--- src/rtl/div_pkg.sv ---
// Shared constants for the RV32M divide sequencer: ALU opcodes,
// FSM state encoding and iteration count.
package div_pkg;

    localparam logic [4:0] ALU_DIV  = 5'b01100;
    localparam logic [4:0] ALU_DIVU = 5'b01101;
    localparam logic [4:0] ALU_REM  = 5'b01110;
    localparam logic [4:0] ALU_REMU = 5'b01111;

    localparam logic [1:0] ST_IDLE = 2'd0;
    localparam logic [1:0] ST_RUN  = 2'd1;
    localparam logic [1:0] ST_SIGN = 2'd2;
    localparam logic [1:0] ST_DONE = 2'd3;

    localparam int DIV_ITERS = 32;

    // The four divide opcodes share the prefix 3'b011.
    function automatic logic is_div_op(input logic [4:0] op);
        return (op[4:2] == 3'b011);
    endfunction

endpackage

--- src/rtl/div_step.sv ---
// One restoring-division iteration: shift {rem,quo} left by one, then
// subtract the divisor from the partial remainder when it fits.
module div_step (
    input  logic [32:0] rem_i,
    input  logic [31:0] quo_i,
    input  logic [31:0] divisor_i,
    output logic [32:0] rem_o,
    output logic [31:0] quo_o
);

    logic [33:0] shifted;
    logic [33:0] diff;
    logic        fits;

    // Compare/subtract is done one bit wider than rem so no borrow is lost.
    always_comb begin
        shifted = {rem_i, quo_i[31]};
        diff    = shifted - {2'b00, divisor_i};
        fits    = (shifted >= {2'b00, divisor_i});
        rem_o   = fits ? 33'(diff) : 33'(shifted);
        quo_o   = {quo_i[30:0], fits};
    end

endmodule

--- src/rtl/div_sequencer.sv ---
// Multi-cycle DIV/DIVU/REM/REMU unit beside the EX-stage ALU.
// Handshake: an operation is accepted in IDLE when START=1, FLUSH=0 and
// ALU_OPCODE is a divide; BUSY is raised combinationally in that same
// cycle and stays high until the DONE cycle, in which BUSY=0, DONE=1 and
// RESULT is valid so EX captures it on the following edge.
module div_sequencer
    import div_pkg::*;
#(
    parameter int XLEN = 32
) (
    input  logic            CLK,
    input  logic            RESET_N,
    input  logic            START,
    input  logic [4:0]      ALU_OPCODE,
    input  logic [XLEN-1:0] OPERAND1,
    input  logic [XLEN-1:0] OPERAND2,
    input  logic            FLUSH,
    output logic            BUSY,
    output logic            DONE,
    output logic [XLEN-1:0] RESULT,
    output logic [1:0]      STATE_DBG
);

    localparam logic [5:0] LAST_ITER = 6'(DIV_ITERS - 1);

    logic [1:0]  state_q, state_d;
    logic [32:0] rem_q, rem_d;
    logic [31:0] quo_q, quo_d;
    logic [31:0] divisor_q, divisor_d;
    logic [5:0]  count_q, count_d;
    logic        op_is_rem_q, op_is_rem_d;
    logic        op_is_signed_q, op_is_signed_d;
    logic        neg_q_q, neg_q_d;
    logic        neg_r_q, neg_r_d;
    logic [31:0] result_q, result_d;

    logic        accept;
    logic        in_signed;
    logic        in_rem;
    logic [31:0] abs_a;
    logic [31:0] abs_b;
    logic        div_by_zero;
    logic        overflow;
    logic [32:0] step_rem;
    logic [31:0] step_quo;
    logic [31:0] quo_fin;
    logic [31:0] rem_fin;

    div_step u_step (
        .rem_i     (rem_q),
        .quo_i     (quo_q),
        .divisor_i (divisor_q),
        .rem_o     (step_rem),
        .quo_o     (step_quo)
    );

    // Decode the incoming request and prepare magnitudes / special cases.
    always_comb begin
        accept      = (state_q == ST_IDLE) & START & ~FLUSH & is_div_op(ALU_OPCODE);
        in_signed   = ~ALU_OPCODE[0];
        in_rem      = ALU_OPCODE[1];
        abs_a       = (in_signed & OPERAND1[31]) ? (32'd0 - OPERAND1) : OPERAND1;
        abs_b       = (in_signed & OPERAND2[31]) ? (32'd0 - OPERAND2) : OPERAND2;
        div_by_zero = (OPERAND2 == 32'd0);
        overflow    = in_signed & (OPERAND1 == 32'h8000_0000) & (OPERAND2 == 32'hFFFF_FFFF);
        quo_fin     = neg_q_q ? (32'd0 - quo_q) : quo_q;
        rem_fin     = neg_r_q ? (32'd0 - rem_q[31:0]) : rem_q[31:0];
    end

    // Next-state logic for the FSM and datapath registers.
    always_comb begin
        state_d        = state_q;
        rem_d          = rem_q;
        quo_d          = quo_q;
        divisor_d      = divisor_q;
        count_d        = count_q;
        op_is_rem_d    = op_is_rem_q;
        op_is_signed_d = op_is_signed_q;
        neg_q_d        = neg_q_q;
        neg_r_d        = neg_r_q;
        result_d       = result_q;
        case (state_q)
            ST_IDLE: begin
                if (accept) begin
                    op_is_rem_d    = in_rem;
                    op_is_signed_d = in_signed;
                    neg_q_d        = in_signed & (OPERAND1[31] ^ OPERAND2[31]);
                    neg_r_d        = in_signed & OPERAND1[31];
                    quo_d          = abs_a;
                    divisor_d      = abs_b;
                    rem_d          = 33'd0;
                    count_d        = 6'd0;
                    if (div_by_zero) begin
                        result_d = in_rem ? OPERAND1 : 32'hFFFF_FFFF;
                        state_d  = ST_DONE;
                    end else if (overflow) begin
                        result_d = in_rem ? 32'd0 : 32'h8000_0000;
                        state_d  = ST_DONE;
                    end else begin
                        state_d  = ST_RUN;
                    end
                end
            end
            ST_RUN: begin
                if (FLUSH) begin
                    state_d = ST_IDLE;
                end else begin
                    rem_d   = step_rem;
                    quo_d   = step_quo;
                    count_d = count_q + 6'd1;
                    if (count_q == LAST_ITER) begin
                        state_d = ST_SIGN;
                    end
                end
            end
            ST_SIGN: begin
                if (FLUSH) begin
                    state_d = ST_IDLE;
                end else begin
                    result_d = op_is_rem_q ? rem_fin : quo_fin;
                    state_d  = ST_DONE;
                end
            end
            default: begin
                state_d = ST_IDLE;
            end
        endcase
    end

    // State and datapath registers, cleared by the asynchronous reset.
    always_ff @(posedge CLK or negedge RESET_N) begin
        if (!RESET_N) begin
            state_q        <= ST_IDLE;
            rem_q          <= 33'd0;
            quo_q          <= 32'd0;
            divisor_q      <= 32'd0;
            count_q        <= 6'd0;
            op_is_rem_q    <= 1'b0;
            op_is_signed_q <= 1'b0;
            neg_q_q        <= 1'b0;
            neg_r_q        <= 1'b0;
            result_q       <= 32'd0;
        end else begin
            state_q        <= state_d;
            rem_q          <= rem_d;
            quo_q          <= quo_d;
            divisor_q      <= divisor_d;
            count_q        <= count_d;
            op_is_rem_q    <= op_is_rem_d;
            op_is_signed_q <= op_is_signed_d;
            neg_q_q        <= neg_q_d;
            neg_r_q        <= neg_r_d;
            result_q       <= result_d;
        end
    end

    // Outputs: BUSY covers the accept cycle through SIGN; DONE is the DONE state.
    always_comb begin
        BUSY      = (state_q == ST_RUN) | (state_q == ST_SIGN) | accept;
        DONE      = (state_q == ST_DONE);
        RESULT    = result_q;
        STATE_DBG = state_q;
    end

endmodule
--- config.mk ---
export PLATFORM = sky130hd
export DESIGN_NAME = div_sequencer
export DESIGN_NICKNAME = d
export VERILOG_FILES = /design/src/rtl/div_pkg.sv /design/src/rtl/div_step.sv /design/src/rtl/div_sequencer.sv
export SDC_FILE = /design/constraint.sdc
export NUM_CORES = 1
export LEC_CHECK = 0
export CAP_MARGIN = 40
export CORE_MARGIN = 10
export CORE_UTILIZATION = 50
export CTS_BUF_LIST = sky130_fd_sc_hd__clkbuf_8
export CTS_CLUSTER_DIAMETER = 40
export DETAILED_ROUTE_END_ITERATION = 7
export PLACE_DENSITY_LB_ADDON = 0.15
export REMOVE_ABC_BUFFERS = 1
export SYNTH_ARGS = -nofsm -noshare
export SYNTH_HDL_FRONTEND = slang
export SYNTH_SLANG_ARGS = --single-unit
export TNS_END_PERCENT = 20
--- constraint.sdc ---
create_clock -name CLK -period 4.2 [get_ports CLK]
set_input_delay 0.84 -clock CLK [delete_from_list [all_inputs] [get_ports CLK]]
set_output_delay 0.84 -clock CLK [all_outputs]
set_load 0.02 [all_outputs]
; Word level (Yosys, flattened, before mapping)
; Index checks and enable logic that the tools add are counted.
[word_totals]
elab_cells = 78
ff_bits = 140
[classes]
n_reduce_logical = 8
n_bitwise = 13
n_eq_ne = 12
n_addsub = 6
n_mux = 29
order_cmp = 1
[ops]
columns = op, n
row1 = $mux W32, 13
row2 = $pmux W32 S2, 2
row3 = $sub A1 B32 Y32 const A, 4
row4 = $mux W33, 3
row5 = $pmux W33 S2, 1
row6 = $eq A32 B32 Y1 const B, 2
row7 = $ge A34 B32 Y1, 1
row8 = $sub A33 B32 Y33, 1
row9 = $logic_not A32 Y1, 1
row10 = $mux W2, 6
row11 = $mux W6, 2
row12 = $pmux W6 S2, 1
row13 = $and A1 B1 Y1, 8
row14 = $add A6 B1 Y6 const B, 1
row15 = $eq A6 B5 Y1 const B, 1
row16 = $ne A2 B2 Y1 const B, 3
row17 = $ne A3 B3 Y1 const B, 2
row18 = $pmux W2 S3, 1
row19 = $eq A2 B2 Y1 const B, 2
row20 = $reduce_and A2 Y1, 2
row21 = $reduce_and A4 Y1, 1
row22 = $reduce_bool A2 Y1, 2
row23 = $eq A3 B2 Y1 const B, 1
row24 = $reduce_and A3 Y1, 1
row25 = other kinds (5), 7

; Depth between registers and ports, before layout
[logic_depth]
depth_word = 7
depth_mapped = 13
ltp_nobuf = 13

; By module
; A second synthesis with hierarchy kept.
[unflattened]
cells_unflattened = 1417
hier_area_um2 = 11329.6
[modules_own_cells]
columns = module, cells_each, n_inst, area_each_um2, seq_area_each_um2
row1 = div_sequencer, 1039, 1, 8898.5, 3503.4
row2 = div_step, 378, 1, 2431.1, 0.0

; Worst setup path after synthesis
; OpenSTA, ideal clock, no wires.
[synth_path]
path_type = in2reg
from = input port OPERAND2[23]
to = register result_q[26] (netlist: RESULT[26])
path_stages = 9
setup_ns = 0.125
required_time_ns = 4.075
path_slack_ns = 0.972
arrival_ns = 3.103
cell_sequence = or4_1 or4_1 nor3_1 nand4_2 o41a_1 o21ai_1 o21a_1 buf_4 mux2_2
[synth_via]
elab_chain_cells = 4
[synth_rtl]
columns = item, line
row1 = "start, declared", div_sequencer.sv:16  ; input logic [XLEN-1:0] OPERAND2,
row2 = $eq A32 B32 Y1 or $logic_not A32 Y1 (tied branches), "div_sequencer.sv:65, div_sequencer.sv:64"
row3 = $and A1 B1 Y1 or $mux W32 (tied branches), "div_sequencer.sv:65, div_sequencer.sv:93"
row4 = $ne A3 B3 Y1 (no line) or $mux W32 (tied branches), -
row5 = $reduce_and A4 Y1 (no line) or $pmux W32 S2 (tied branches), -
row6 = "end signal, assigned", div_sequencer.sv:153  ; result_q <= result_d;
row7 = "end, declared", div_sequencer.sv:35  ; logic [31:0] result_q, result_d;
; Several ways; a longest one is shown, not always the timed one. The select of a mux whose other input is x is not followed.
; A chain may end at the register's enable or synchronous reset.

; Final worst setup path
[layout_path]
from = register quo_q[31]
to = register rem_q[29]
[layout_via]
elab_chain_cells = 4
[layout_rtl]
columns = item, line
row1 = "start, declared", div_sequencer.sv:28  ; logic [31:0] quo_q, quo_d;
row2 = "start signal, assigned", div_sequencer.sv:146  ; quo_q <= quo_d;
row3 = $sub A33 B32 Y33 or $ge A34 B32 Y1 (tied branches), "div_step.sv:18, div_step.sv:19"
row4 = $mux W33 *, div_step.sv:20  ; rem_o = fits ? 33'(diff) : 33'(shifted);
row5 = $mux W33 *, div_sequencer.sv:105  ; if (FLUSH) begin
row6 = $pmux W33 S2 *, div_sequencer.sv:82  ; case (state_q)
row7 = "end signal, assigned", div_sequencer.sv:145  ; rem_q <= rem_d;
row8 = "end, declared", div_sequencer.sv:27  ; logic [32:0] rem_q, rem_d;
; Every way passes the cells marked *; elsewhere a longest branch is shown, timed or not. The select of a mux whose other input is x is not followed.

==> flow_summary.toml <==
[logic_synthesis]
synth.largest_area_cell = "dfrtp_1"
syn_inst = 1468
synthDistinctLibCells = 69
synth-seq-area-share = 0.312
synth.most_common_cell = "o21ai_0"
yosys-top-cells-area = "dfrtp_1 (31%), o21ai_0 (8.9%), a21oi_1 (5.8%), xnor2_1 (5.8%), nand2_1 (5.7%)"
synth_edf_count = 0
synth_top_area_frac = 0.312
synth_area_per_cell_sq_um = 7.64
synth-seq-cells = 140
synthArstFlopShare = 1.00
synth_area_sq_mm = 0.0112
synthTopCellsByCount = "o21ai_0 (200), nand2_1 (169), nor2_1 (142), dfrtp_1 (140), a21oi_1 (130)"
ys_warn_count = 0
ys_dominant_reg_cell = "dfrtp_1"

[power]
report.power.total_mw = 10.4
p_sw_frac = 0.486
switching_power_mw = 5.07
vdd_ir_drop_max_mv = 0.457
power_frac_comb = 0.635
powerDensity_mw_per_mm2 = 797
p_leak_nw = 5.41
p_seq_frac = 0.248
p_int_mw = 5.36
clock_power_share = 0.116

[worst_setup_path]
slowest_delay_ns = 0.45
critPathLaunchType = "flip-flop"
critPathSlowestCell = "dfrtp_1"
cp_max_fo = 5
crit_chain = "inv_1 -> ha_1 -> inv_1 -> fa_1 -> a211oi_1 -> o211ai_1 -> a31oi_1 -> o21ai_0 -> o21ai_4 -> nor4b_1 -> and2_1 -> a2111oi_0 -> o21ai_0"
arrival_ns = 4.05
cp_data_required_time_ns = 4.53
endpoint_kind = "flip-flop"
r2r_cells = 13
critPathKind = "reg2reg"

[detailed_routing]
first_iter_violations = 1160
final_antenna_net_count = 0
vias = 10800
drt-pass1-iter-count = 5
wl_mm = 32.9
drc = 0
routedWlPerCell_um = 17.9
vias_per_cell = 5.90

[sta]
maxClockFrequency_mhz = 269
rsz0062_at_grt = "no"
setup_viol = 0
worstMarginPinSlew_ns = 0.819
period_minus_slack_ns = 3.72
slew_violations = 0
period_share = 0.885
hold_violations = 0
maxSlewHeadroom = 0.447
fin_worst_skew_ns = 0.0222

[die]
dieArea_sq_mm = 0.0288
core_sq_mm = 0.0220
boundaryPins = 109
initial_core_util = 0.511
die_w_um = 170
rows = 54
chipHeight_um = 170

[flow_run]
drv_cap = 0

[global_routing]
overflow = 0
grt_pass1_vias = 10300
grt_max_degree = 80
grt_pass1_wl_mm = 54.0
antenna_found_initial = 0
grt_usage = 0.229

[clock_tree]
post_cts_buffers = 0
cts_buffer_depth = 2
clk_latency_ns = 0.47
cts_tree = "yes"
cts-root-buf = "clkbuf_8"
postCtsResizedCells = 0
htreeDepth = 4
hold_buffers = 0
clk_pin_slew_ns = 0.10
clock-sinks = 140
cts_buffers = 17

[place]
gp_congestion = 0.906
port-buffer-count = 108
hpwl_mm = 24.7

[layout]
final_nets = 1661
antennaDiodeCount = 0
drive_gt1_frac = 0.0674
syn2layout_area_growth_pct = 16.7
n_fill_cell = 2009
utilization = 0.596

[outcome]
status = "complete, no violations"

[worst_hold_path]
hp-class = "in2async"
## placed cells by master (no fill, tap or decap), drive strengths merged, types with 15 or more instances in the layout
cell type,instances
nand2,169
a21o,19
o41ai,15
ha,42
or3,17
clkdlybuf4s50,107
buf,41
nor2,143
a21oi,130
clkbuf,17
nand2b,18
a31oi,28
nand3,45
o21ai,202
xor2,66
inv,56
dfrtp,140
or4,15
nand4,17
o31ai,22
xnor2,74
nor3,31
## layer usage
layer	up-vias	track usage	routed length [um]	part of all wire
met2	378	0.360	14900	0.45
met5	-	0	0	0
met4	0	0.0713	675	0.021
li1	5389	-	-	-
met3	48	0.0414	2180	0.066
met1	5026	0.312	15100	0.46
## cell families (layout without fill, tap and decap cells)
| logic type | after synthesis | after routing | share of synthesized area |
|---|---|---|---|
| flip-flops | 140 | 140 | 0.312 |
| multiplexers | 7 | 7 | 0.00658 |
| adder cells (fa/ha/maj) | 43 | 43 | 0.0486 |
| AO/OA/AOI/OAI | 486 | 486 | 0.258 |
| AND/OR/NAND/NOR | 507 | 507 | 0.213 |
| buffers and inverters | 145 | 234 | 0.0514 |
| XOR/XNOR | 140 | 140 | 0.109 |
## state kept, by name, summed over array words and instances (netlist names)
name / cells
divisor_q: 32
RESULT: 32
quo_q: 32
neg_q_q: 1
neg_r_q: 1
op_is_rem_q: 1
count_q: 6
rem_q: 33
STATE_DBG: 2
## layout make-up
class | instances | area [sq um] | area share
Sequential cell | 140 | 3500 | 0.268
Multi-Input combinational cell | 1183 | 7160 | 0.547
Clock buffer | 17 | 234 | 0.0179
Timing Repair Buffer | 148 | 1440 | 0.110
Clock inverter | 14 | 195 | 0.0149
Inverter | 55 | 206 | 0.0158
Tap cell | 280 | 350 | 0.0268
## power groups by stage
stage          Combinational [mW]  Sequential [mW]  Clock [mW]
4_1_cts                      6.58             2.58        1.23
6_report                     6.63             2.59        1.21
3_3_place_gp                 6.38             2.62           0
5_1_grt                      7.44             2.68        1.28
2_1_floorplan                4.48             2.65           0
3_5_place_dp                 6.55             2.60           0
## critical path, delay by kind of cell (launching register included)
kind | cells | cell delay (ns)
and+or+nand+nor | 2 | 0.23
AOI/OAI and AO/OA | 7 | 2.09
adders and majority gates | 2 | 0.60
DFF | 1 | 0.45
buffers and inverters | 2 | 0.21
## per-stage QoR
| stage | setup TNS, ns | hold slack (ns) | worst slack (ns) | std cells | area, sq um |
|---|---|---|---|---|---|
| after global routing | 0 | 0.426 | 0.162 | 1837 | 13100 |
| after CTS | 0 | 0.411 | 0.454 | 1837 | 13100 |
| final | 0 | 0.372 | 0.484 | 1837 | 13100 |
| after detailed placement | 0 | 0.471 | 0.298 | 1806 | 12700 |
| after floorplan | -36.34 | 0.447 | -0.768 | 1378 | 10800 |
| after global placement | 0 | 0.460 | 0.351 | 1804 | 12600 |
## worst paths after layout
kind | start | slack (ns) | to
worst max-delay path | quo_q[31]$_DFFE_PN0P_ | 0.48 | rem_q[29]$_DFFE_PN0P_
worst min-delay path | RESET_N | 0.37 | quo_q[6]$_DFFE_PN0P_
worst max register to register | quo_q[31]$_DFFE_PN0P_ | 0.48 | rem_q[29]$_DFFE_PN0P_
worst min register to register | divisor_q[10]$_DFFE_PN0P_ | 0.48 | divisor_q[10]$_DFFE_PN0P_
max in group asynchronous | RESET_N | 2.88 | RESULT[26]$_DFFE_PN0P_
min in group CLK | divisor_q[10]$_DFFE_PN0P_ | 0.48 | divisor_q[10]$_DFFE_PN0P_
Power figures use the tool's default switching activity.
